<file path="src/rtl/countdown_sequencer_pkg.sv">
// Shared types for the countdown sequencer: state encoding, default width and
// the per-cycle action decode that fixes the clr > load > en priority.
package countdown_sequencer_pkg;

  localparam int DEFAULT_WIDTH = 8;

  typedef enum logic {
    ST_IDLE = 1'b0,
    ST_RUN  = 1'b1
  } state_t;

  typedef enum logic [2:0] {
    ACT_HOLD,
    ACT_CLEAR,
    ACT_LOAD,
    ACT_STEP,
    ACT_TERM
  } action_t;

  // en only matters while running; a zero count makes the step terminal.
  function automatic action_t decode_action(input logic clr, input logic load,
                                            input logic run, input logic en,
                                            input logic zero);
    if (clr)             return ACT_CLEAR;
    else if (load)       return ACT_LOAD;
    else if (run && en)  return zero ? ACT_TERM : ACT_STEP;
    else                 return ACT_HOLD;
  endfunction

endpackage

</file>
<file path="src/rtl/countdown_sequencer_if.sv">
// Control/status bundle between a loop controller (master) and the
// countdown sequencer (slave).
interface countdown_sequencer_if #(parameter int WIDTH = 8);
  logic             clr;
  logic             load;
  logic [WIDTH-1:0] load_val;
  logic             en;
  logic             auto_reload;
  logic [WIDTH-1:0] count;
  logic             busy;
  logic             bo;
  logic             done;

  modport master (
    output clr, load, load_val, en, auto_reload,
    input  count, busy, bo, done
  );

  modport slave (
    input  clr, load, load_val, en, auto_reload,
    output count, busy, bo, done
  );
endinterface

</file>
<file path="src/rtl/countdown_sequencer.sv">
// Loadable down-counter with borrow-out on the terminal step, a one-cycle done
// pulse after it, and optional self-reload for repeated periods.
module countdown_sequencer
  import countdown_sequencer_pkg::*;
#(
  parameter int WIDTH = DEFAULT_WIDTH
) (
  input  logic                  clk,
  input  logic                  rst,
  countdown_sequencer_if.slave  bus
);

  state_t           state_q, state_d;
  logic [WIDTH-1:0] count_q, count_d;
  logic [WIDTH-1:0] reload_q, reload_d;
  logic             done_q, done_d;
  action_t          act;

  assign act = decode_action(bus.clr, bus.load, state_q == ST_RUN, bus.en,
                             count_q == '0);

  // NOTE: every variable gets a default before the case so no path leaves
  // one unassigned, which would otherwise infer a latch.
  always_comb begin
    state_d  = state_q;
    count_d  = count_q;
    reload_d = reload_q;
    done_d   = 1'b0;
    unique case (act)
      ACT_CLEAR: begin
        state_d = ST_IDLE;
        count_d = '0;
      end
      ACT_LOAD: begin
        state_d  = ST_RUN;
        count_d  = bus.load_val;
        reload_d = bus.load_val;
      end
      ACT_STEP: count_d = count_q - WIDTH'(1);
      ACT_TERM: begin
        done_d = 1'b1;
        if (bus.auto_reload) count_d = reload_q;
        else                 state_d = ST_IDLE;
      end
      default: ;
    endcase
  end

  // NOTE: state registers use non-blocking assignments so every flop samples
  // the pre-edge values regardless of statement order.
  always_ff @(posedge clk) begin
    if (rst) begin
      state_q  <= ST_IDLE;
      count_q  <= '0;
      reload_q <= '0;
      done_q   <= 1'b0;
    end else begin
      state_q  <= state_d;
      count_q  <= count_d;
      reload_q <= reload_d;
      done_q   <= done_d;
    end
  end

  assign bus.count = count_q;
  assign bus.busy  = (state_q == ST_RUN);
  assign bus.bo    = (state_q == ST_RUN) && (count_q == '0);
  assign bus.done  = done_q;

endmodule
</file>
<file path="src/flat_wrapper.sv">
// flat-port wrapper written by rule: the top's interface ports become plain ports
module countdown_sequencer_flat import countdown_sequencer_pkg::*;
#(
  parameter int WIDTH = DEFAULT_WIDTH
)
  (clk, rst, bus_clr, bus_load, bus_load_val, bus_en, bus_auto_reload, bus_count, bus_busy, bus_bo, bus_done);
  countdown_sequencer_if #(.WIDTH(WIDTH)) bus_i ();
  input  logic clk;
  input  logic rst;
  input wire logic [$bits(bus_i.clr)-1:0] bus_clr;
  input wire logic [$bits(bus_i.load)-1:0] bus_load;
  input wire logic [$bits(bus_i.load_val)-1:0] bus_load_val;
  input wire logic [$bits(bus_i.en)-1:0] bus_en;
  input wire logic [$bits(bus_i.auto_reload)-1:0] bus_auto_reload;
  output wire logic [$bits(bus_i.count)-1:0] bus_count;
  output wire logic [$bits(bus_i.busy)-1:0] bus_busy;
  output wire logic [$bits(bus_i.bo)-1:0] bus_bo;
  output wire logic [$bits(bus_i.done)-1:0] bus_done;
  assign bus_i.clr = bus_clr;
  assign bus_i.load = bus_load;
  assign bus_i.load_val = bus_load_val;
  assign bus_i.en = bus_en;
  assign bus_i.auto_reload = bus_auto_reload;
  assign bus_count = bus_i.count;
  assign bus_busy = bus_i.busy;
  assign bus_bo = bus_i.bo;
  assign bus_done = bus_i.done;
  countdown_sequencer #(.WIDTH(WIDTH)) u_core (.clk(clk), .rst(rst), .bus(bus_i));
endmodule
</file>
<file path="config.mk">
export PLATFORM = sky130hd
export DESIGN_NAME = countdown_sequencer_flat
export DESIGN_NICKNAME = d
export VERILOG_FILES = /design/src/rtl/countdown_sequencer_pkg.sv /design/src/rtl/countdown_sequencer_if.sv /design/src/rtl/countdown_sequencer.sv /design/src/flat_wrapper.sv
export SDC_FILE = /design/constraint.sdc
export NUM_CORES = 1
export LEC_CHECK = 0
export ABC_AREA = 0
export BUFFER_PORTS_ARGS = -buffer_cell sky130_fd_sc_hd__clkbuf_2
export CORE_UTILIZATION = 56
export CTS_CLUSTER_SIZE = 20
export DETAILED_ROUTE_END_ITERATION = 6
export GPL_ROUTABILITY_DRIVEN = 0
export GPL_TIMING_DRIVEN = 0
export PLACE_DENSITY = 0.83
export SLEW_MARGIN = 40
export SYNTH_ARGS = -nofsm -noshare
export SYNTH_HDL_FRONTEND = slang
export SYNTH_SLANG_ARGS = --single-unit
export TNS_END_PERCENT = 30
</file>
<file path="constraint.sdc">
create_clock -name clk -period 2.7 [get_ports clk]
set_input_delay 0.405 -clock clk [delete_from_list [all_inputs] [get_ports clk]]
set_output_delay 0.405 -clock clk [all_outputs]
set_load 0.02 [all_outputs]
</file>
### Word-level counts from Yosys, hierarchy flattened

Index checks and enable logic that the tools add are counted.

| storage, ports and cells | value |
|---|---|
| bits in registers | 18 |
| bits in latches | 0 |
| memory bits (writable) | 0 |
| memory bits (read-only) | 0 |
| input bits | 14 |
| output and inout bits | 11 |
| word-level logic and storage cells | 27 |
| memories | 0 |

| operators by class | value |
|---|---|
| $add $sub $neg | 1 |
| $mul | 0 |
| div/mod/pow operators | 0 |
| $lt $le $gt $ge | 0 |
| eq/ne operators | 6 |
| shift-type cells | 0 |
| muxes and demuxes | 9 |
| bitwise operators | 0 |
| reduce and logical (&&, ||, !) cells | 7 |

Operators by type and width:

| kind | number |
|---|---|
| 8-bit one-hot mux with 4 select lines | 1 |
| 3-bit 2-to-1 mux | 4 |
| 8-bit zero test | 1 |
| 8-bit 2-to-1 mux | 1 |
| 8-bit by 1-bit subtractor with 8-bit output, second input constant | 1 |
| 3-bit by 2-bit == test with 1-bit output, second input constant | 2 |
| 2-bit inequality test, second input constant | 2 |
| 2-bit AND reduction | 2 |
| 4-bit nonzero test | 1 |
| 3-bit by 1-bit == test with 1-bit output, second input constant | 1 |
| 3-bit == test, second input constant | 1 |
| 1-bit one-hot mux with 3 select lines | 1 |
| 3-bit nonzero test | 1 |
| 1-bit logical AND | 2 |
| 1-bit 2-to-1 mux | 2 |

### Longest topological paths before layout

| depth | value |
|---|---|
| word-level depth | 8 |
| gate-level depth with buffers | 6 |
| depth with buffers taken out | 6 |

### Worst setup path before layout

Ideal clock, no wire load.

| timing path | value |
|---|---|
| kind | reg2reg |
| start point | reg u_core.count_q[0] (netlist: u_core.bus.count[0]) |
| end point | reg u_core.count_q[0] (netlist: u_core.bus.count[0]) |
| library setup time | 0.117 ns |
| arrival time | 1.766 ns |
| required time | 2.583 ns |
| slack | 0.817 ns |
| cell stages (with the launch flop) | 7 |
| buffers on the path | 0 |
| period minus slack after synthesis | 1.883 ns |
| cell sequence | dfxtp_1 > inv_1 > ha_1 > nor3b_2 > a31o_2 > and2_1 > a22o_1 |

| between the ends | value |
|---|---|
| word-level cells in the longest chain between the ends | 8 |
| elaborated cells between the ends (all ways) | 14 |
| those cells by class | add/sub (1); eq/ne (5); mux (5); reduce/logical (3) |

RTL lines:

| what | line | text |
|---|---|---|
| from (decl) | countdown_sequencer.sv:14 | `logic [WIDTH-1:0] count_q, count_d;` |
| from (signal assigned) | countdown_sequencer.sv:59 | `count_q <= count_d;` |
| 8-bit zero test | countdown_sequencer.sv:20 | `count_q == '0);` |
| 3-bit 2-to-1 mux (2 in a row) | countdown_sequencer_pkg.sv:26 | `else if (run && en) return zero ? ACT_TERM : ACT_STEP;` |
| 3-bit 2-to-1 mux | countdown_sequencer_pkg.sv:25 | `else if (load) return ACT_LOAD;` |
| 3-bit 2-to-1 mux | countdown_sequencer_pkg.sv:24 | `if (clr) return ACT_CLEAR;` |
| 3-bit by 1-bit == test with 1-bit output, or another cell as far along | countdown_sequencer.sv:29 | `unique case (act)` |
| 4-bit nonzero test (no line) / 2-bit inequality test (equally long branches) | - |  |
| 2-bit AND reduction (no line) | - |  |

Parallel ways exist; a longest one is shown, timed or not.
A chain may end at the register's enable or synchronous reset.

### Worst setup path in the final report

| timing path | value |
|---|---|
| start point | reg u_core.count_q[0] (netlist: u_core.bus.count[0]) |
| end point | out bus_bo |

| between the ends | value |
|---|---|
| word-level cells in the longest chain between the ends | 2 |

RTL lines:

| what | line | text |
|---|---|---|
| 8-bit zero test | countdown_sequencer.sv:67 | `assign bus.bo = (state_q == ST_RUN) && (count_q == '0);` |
| 1-bit logical AND | countdown_sequencer.sv:67 |  |
| to (decl) | flat_wrapper.sv:17 | `output wire logic [$bits(bus_i.bo)-1:0] bus_bo;` |

No other way between the ends.

==> flow_summary_export.csv <==
group,metric,value,unit
setup_path,critPathLaunchType,"flop",
clocking,cts_tree,"built",
detailed_routing,drcViolationCount,0,
timing,worstMarginPinSlew,0.6210,ns
finish,syn_to_final_growth,16.55,%
setup_path,endpoint,"bus_bo",
timing,fin_ws,0.2510,ns
yosys,netlist_area,0.001074,mm^2
yosys,synth_cell_types,44,
timing,clock_skew,0.001097,ns
setup_path,max_stage_delay,0.57,ns
setup_path,worstReg2RegStart,"u_core.bus.count[0]",
finish,final_nets,170,
timing,rsz0062_at_grt,"no",
die,die_w,45.79,um
yosys,yosysTopAreaCellShare,33.57,%
setup_path,end_kind,"output port",
clocking,cts_resized,0,
yosys,ys_ff_latch,18,
worst_hold_path,hold_class,"in2reg",
yosys,syn_nets,143,
job,drv_cap,0,
yosys,synth_edf_count,0,
yosys,synth_warnings,0,
timing,slew_violations,0,
detailed_routing,drtIter0Drc,23,
setup_path,critPathSlowestCell,"nor3b_2",
global_routing,grt_usage,27.65,%
clocking,clock_sinks,18,
yosys,synth_ff_type,"dfxtp_1",
yosys,yosysTopAreaCell,"dfxtp_1",
global_routing,grt_pass1_vias,899,
yosys,post_synth_xor_area_fraction,2.448,%
finish,seq_area,360.3,um^2
placement,dp_slack,0.5557,ns
global_routing,grt_first_pass_wirelength,4.077,mm
setup_path,r2r-end,"u_core.bus.count[0]",
timing,fin_crit,2.449,ns
clocking,clk_pin_slew,0.11,ns
run_status,outcome,"complete, no violations",
timing,hold_ws,0.3243,ns
die,dieHeight,45.79,um
timing,max_slew_margin,58.42,%
placement,hpwl,1.965,mm
timing,max_freq,0.4083,GHz
die,die_area,0.002096,mm^2
yosys,synth_fa_ha_area_share,2.331,%
yosys,yosys.cell_count.top_type,"nand2_1",
clocking,post-cts-setup-buffers,0,
finish,multi_input_area,660.6,um^2
setup_path,required,2.30,ns
power,ir_drop,0.0003715,V
setup_path,critPathMaxFanout,10,
detailed_routing,drt-pass1-iter-count,4,
clocking,cts.path.max_buffers,2,
timing,finalSetupTns,0,ns
yosys,synth_top_family_by_area,"simple AND/OR/NAND/NOR gates",
yosys,async_reset_ff_share,0,%
setup_path,r2r_cells,6,
clocking,cts_inserted_buffers,3,
die,ios,25,
die,rows,15,
timing,post-route-period-util,90.70,%
power,p_leak,0.5200,nW
finish,fin_cells,178,
clocking,hold_buffers,0,
yosys,netlist_instances,127,
power,powerDensity,436.4,mW/mm^2
timing,final_hold_viol_count,0,
finish,fin_util,70.92,%
yosys,synth_mux_area_share,0.9324,%
yosys,synthSimpleGateAreaFrac,32.87,%
timing,setup_viol,0,
placement,placedCellCount,174,
detailed_routing,routedWlPerCell,14.61,um
finish,n_antenna_cell,0,
finish,fillerInstances,155,
detailed_routing,totalWireLength,2.601,mm
setup_path,r2r_setup_slack,0.51,ns
placement,portBuffers,22,
setup_path,worstPathCellList,"inv_1 -> ha_1 -> nor3b_2 -> and3_1 -> clkbuf_2",
yosys,synthTopCellsByCount,"nand2_1, dfxtp_1, a21oi_1",
global_routing,grt_max_degree,11,
detailed_routing,vias_per_cell,5.944,
die,initial_core_util,60.85,%
clocking,htreeDepth,1,
global_routing,grt_overflow_total,0,
yosys,avgSynthCellArea,8.453,um^2
detailed_routing,antenna_left,0,
finish,layout-drive-gt1-share,24.84,%
yosys,synth_compound_area_share,22.96,%
setup_path,crit_type,"reg2out",
yosys,synth_top_cells_by_area,"dfxtp_1, nand2_1, a21oi_1, a22o_1, o211ai_1",
clocking,clock_latency,0.31,ns
setup_path,arrival,2.04,ns
detailed_routing,via_count,1058,
clocking,cts_root_buffer,"clkbuf_4",
global_routing,antenna_found_initial,0,
yosys,yosysSeqAreaShare,33.57,%
setup_path,startpoint,"u_core.bus.count[0]",
die,core,0.001764,mm^2
-- how the worst min path moves through the flow --
stage / start / cells past startpoint / to / slack (ns)
after floorplan: u_core.reload_q[7] / 2 / u_core.reload_q[7] / 0.44
after global placement: u_core.reload_q[1] / 2 / u_core.reload_q[1] / 0.44
after detailed placement: u_core.reload_q[4] / 2 / u_core.reload_q[4] / 0.45
after CTS: bus_load_val[6] / 3 / u_core.reload_q[6] / 0.34
after global routing: bus_load_val[6] / 3 / u_core.reload_q[6] / 0.34
final: bus_load_val[6] / 3 / u_core.reload_q[6] / 0.32
-- registers in the layout, summed over array words and instances, names as in the netlist --
register          count
u_core.bus.busy       1
u_core.bus.count      8
u_core.bus.done       1
u_core.reload_q       8
-- report_power, final --
part / leakage (nW) / switching (mW) / total (mW) / internal [mW]
Clock: 0.0210 / 0.0928 / 0.175 / 0.0825
Combinational: 0.353 / 0.0523 / 0.0882 / 0.0359
Sequential: 0.146 / 0.00847 / 0.282 / 0.274
-- cell type report --
type	count	share of cell area [%]
Inverter	5	1.500
Timing Repair Buffer	22	8.800
Sequential cell	18	28.80
Tap cell	25	2.500
Clock buffer	4	2.900
Buffer	5	2.700
Multi-Input combinational cell	99	52.80
-- cell usage in the layout (no fill, tap or decap), types with 2 or more instances in the layout --
master / instances
o211ai_1: 5
dfxtp_1: 18
nor2_1: 4
buf_6: 2
clkbuf_1: 3
o21ai_1: 2
nand2_1: 19
inv_1: 5
nor3b_1: 3
o311ai_1: 2
xnor2_1: 2
nand4_1: 5
nand3_1: 4
clkbuf_2: 22
nor3_1: 4
ha_1: 2
a21oi_1: 11
a22o_1: 5
and3_1: 2
and2_1: 3
nand2b_1: 2
clkbuf_4: 3
-- kinds of logic after synthesis --
| family | Yosys count |
|---|---|
| DFF | 18 |
| buffers and inverters | 10 |
| AOI/OAI and AO/OA | 34 |
| muxes | 1 |
| and+or+nand+nor | 59 |
| xor gates and xnor gates | 3 |
| adders and majority gates | 2 |
-- metrics by stage --
step	total power [mW]	instance area, um^2
2_1_floorplan	0.3475	1074
3_3_place_gp	0.3722	1215
3_5_place_dp	0.3750	1215
4_1_cts	0.5381	1251
5_1_grt	0.5585	1251
6_report	0.5460	1251
-- critical path, delay by kind of cell (launching register included) --
family	cells	cell delay, ns
flip-flops	1	0.40
AND/OR/NAND/NOR	2	0.81
adder cells (fa/ha/maj)	1	0.25
buffers and inverters	2	0.27
-- per-layer routing --
| layer | up-vias | part of all wire [%] | global-route usage [%] |
|---|---|---|---|
| met3 | 5 | 5.8 | 2.381 |
| met5 | - | 0 | 0 |
| li1 | 526 | - | - |
| met2 | 43 | 47 | 43.43 |
| met1 | 484 | 46 | 39.08 |
| met4 | 0 | 1.5 | 10.59 |
Power figures use the tool's default switching activity.
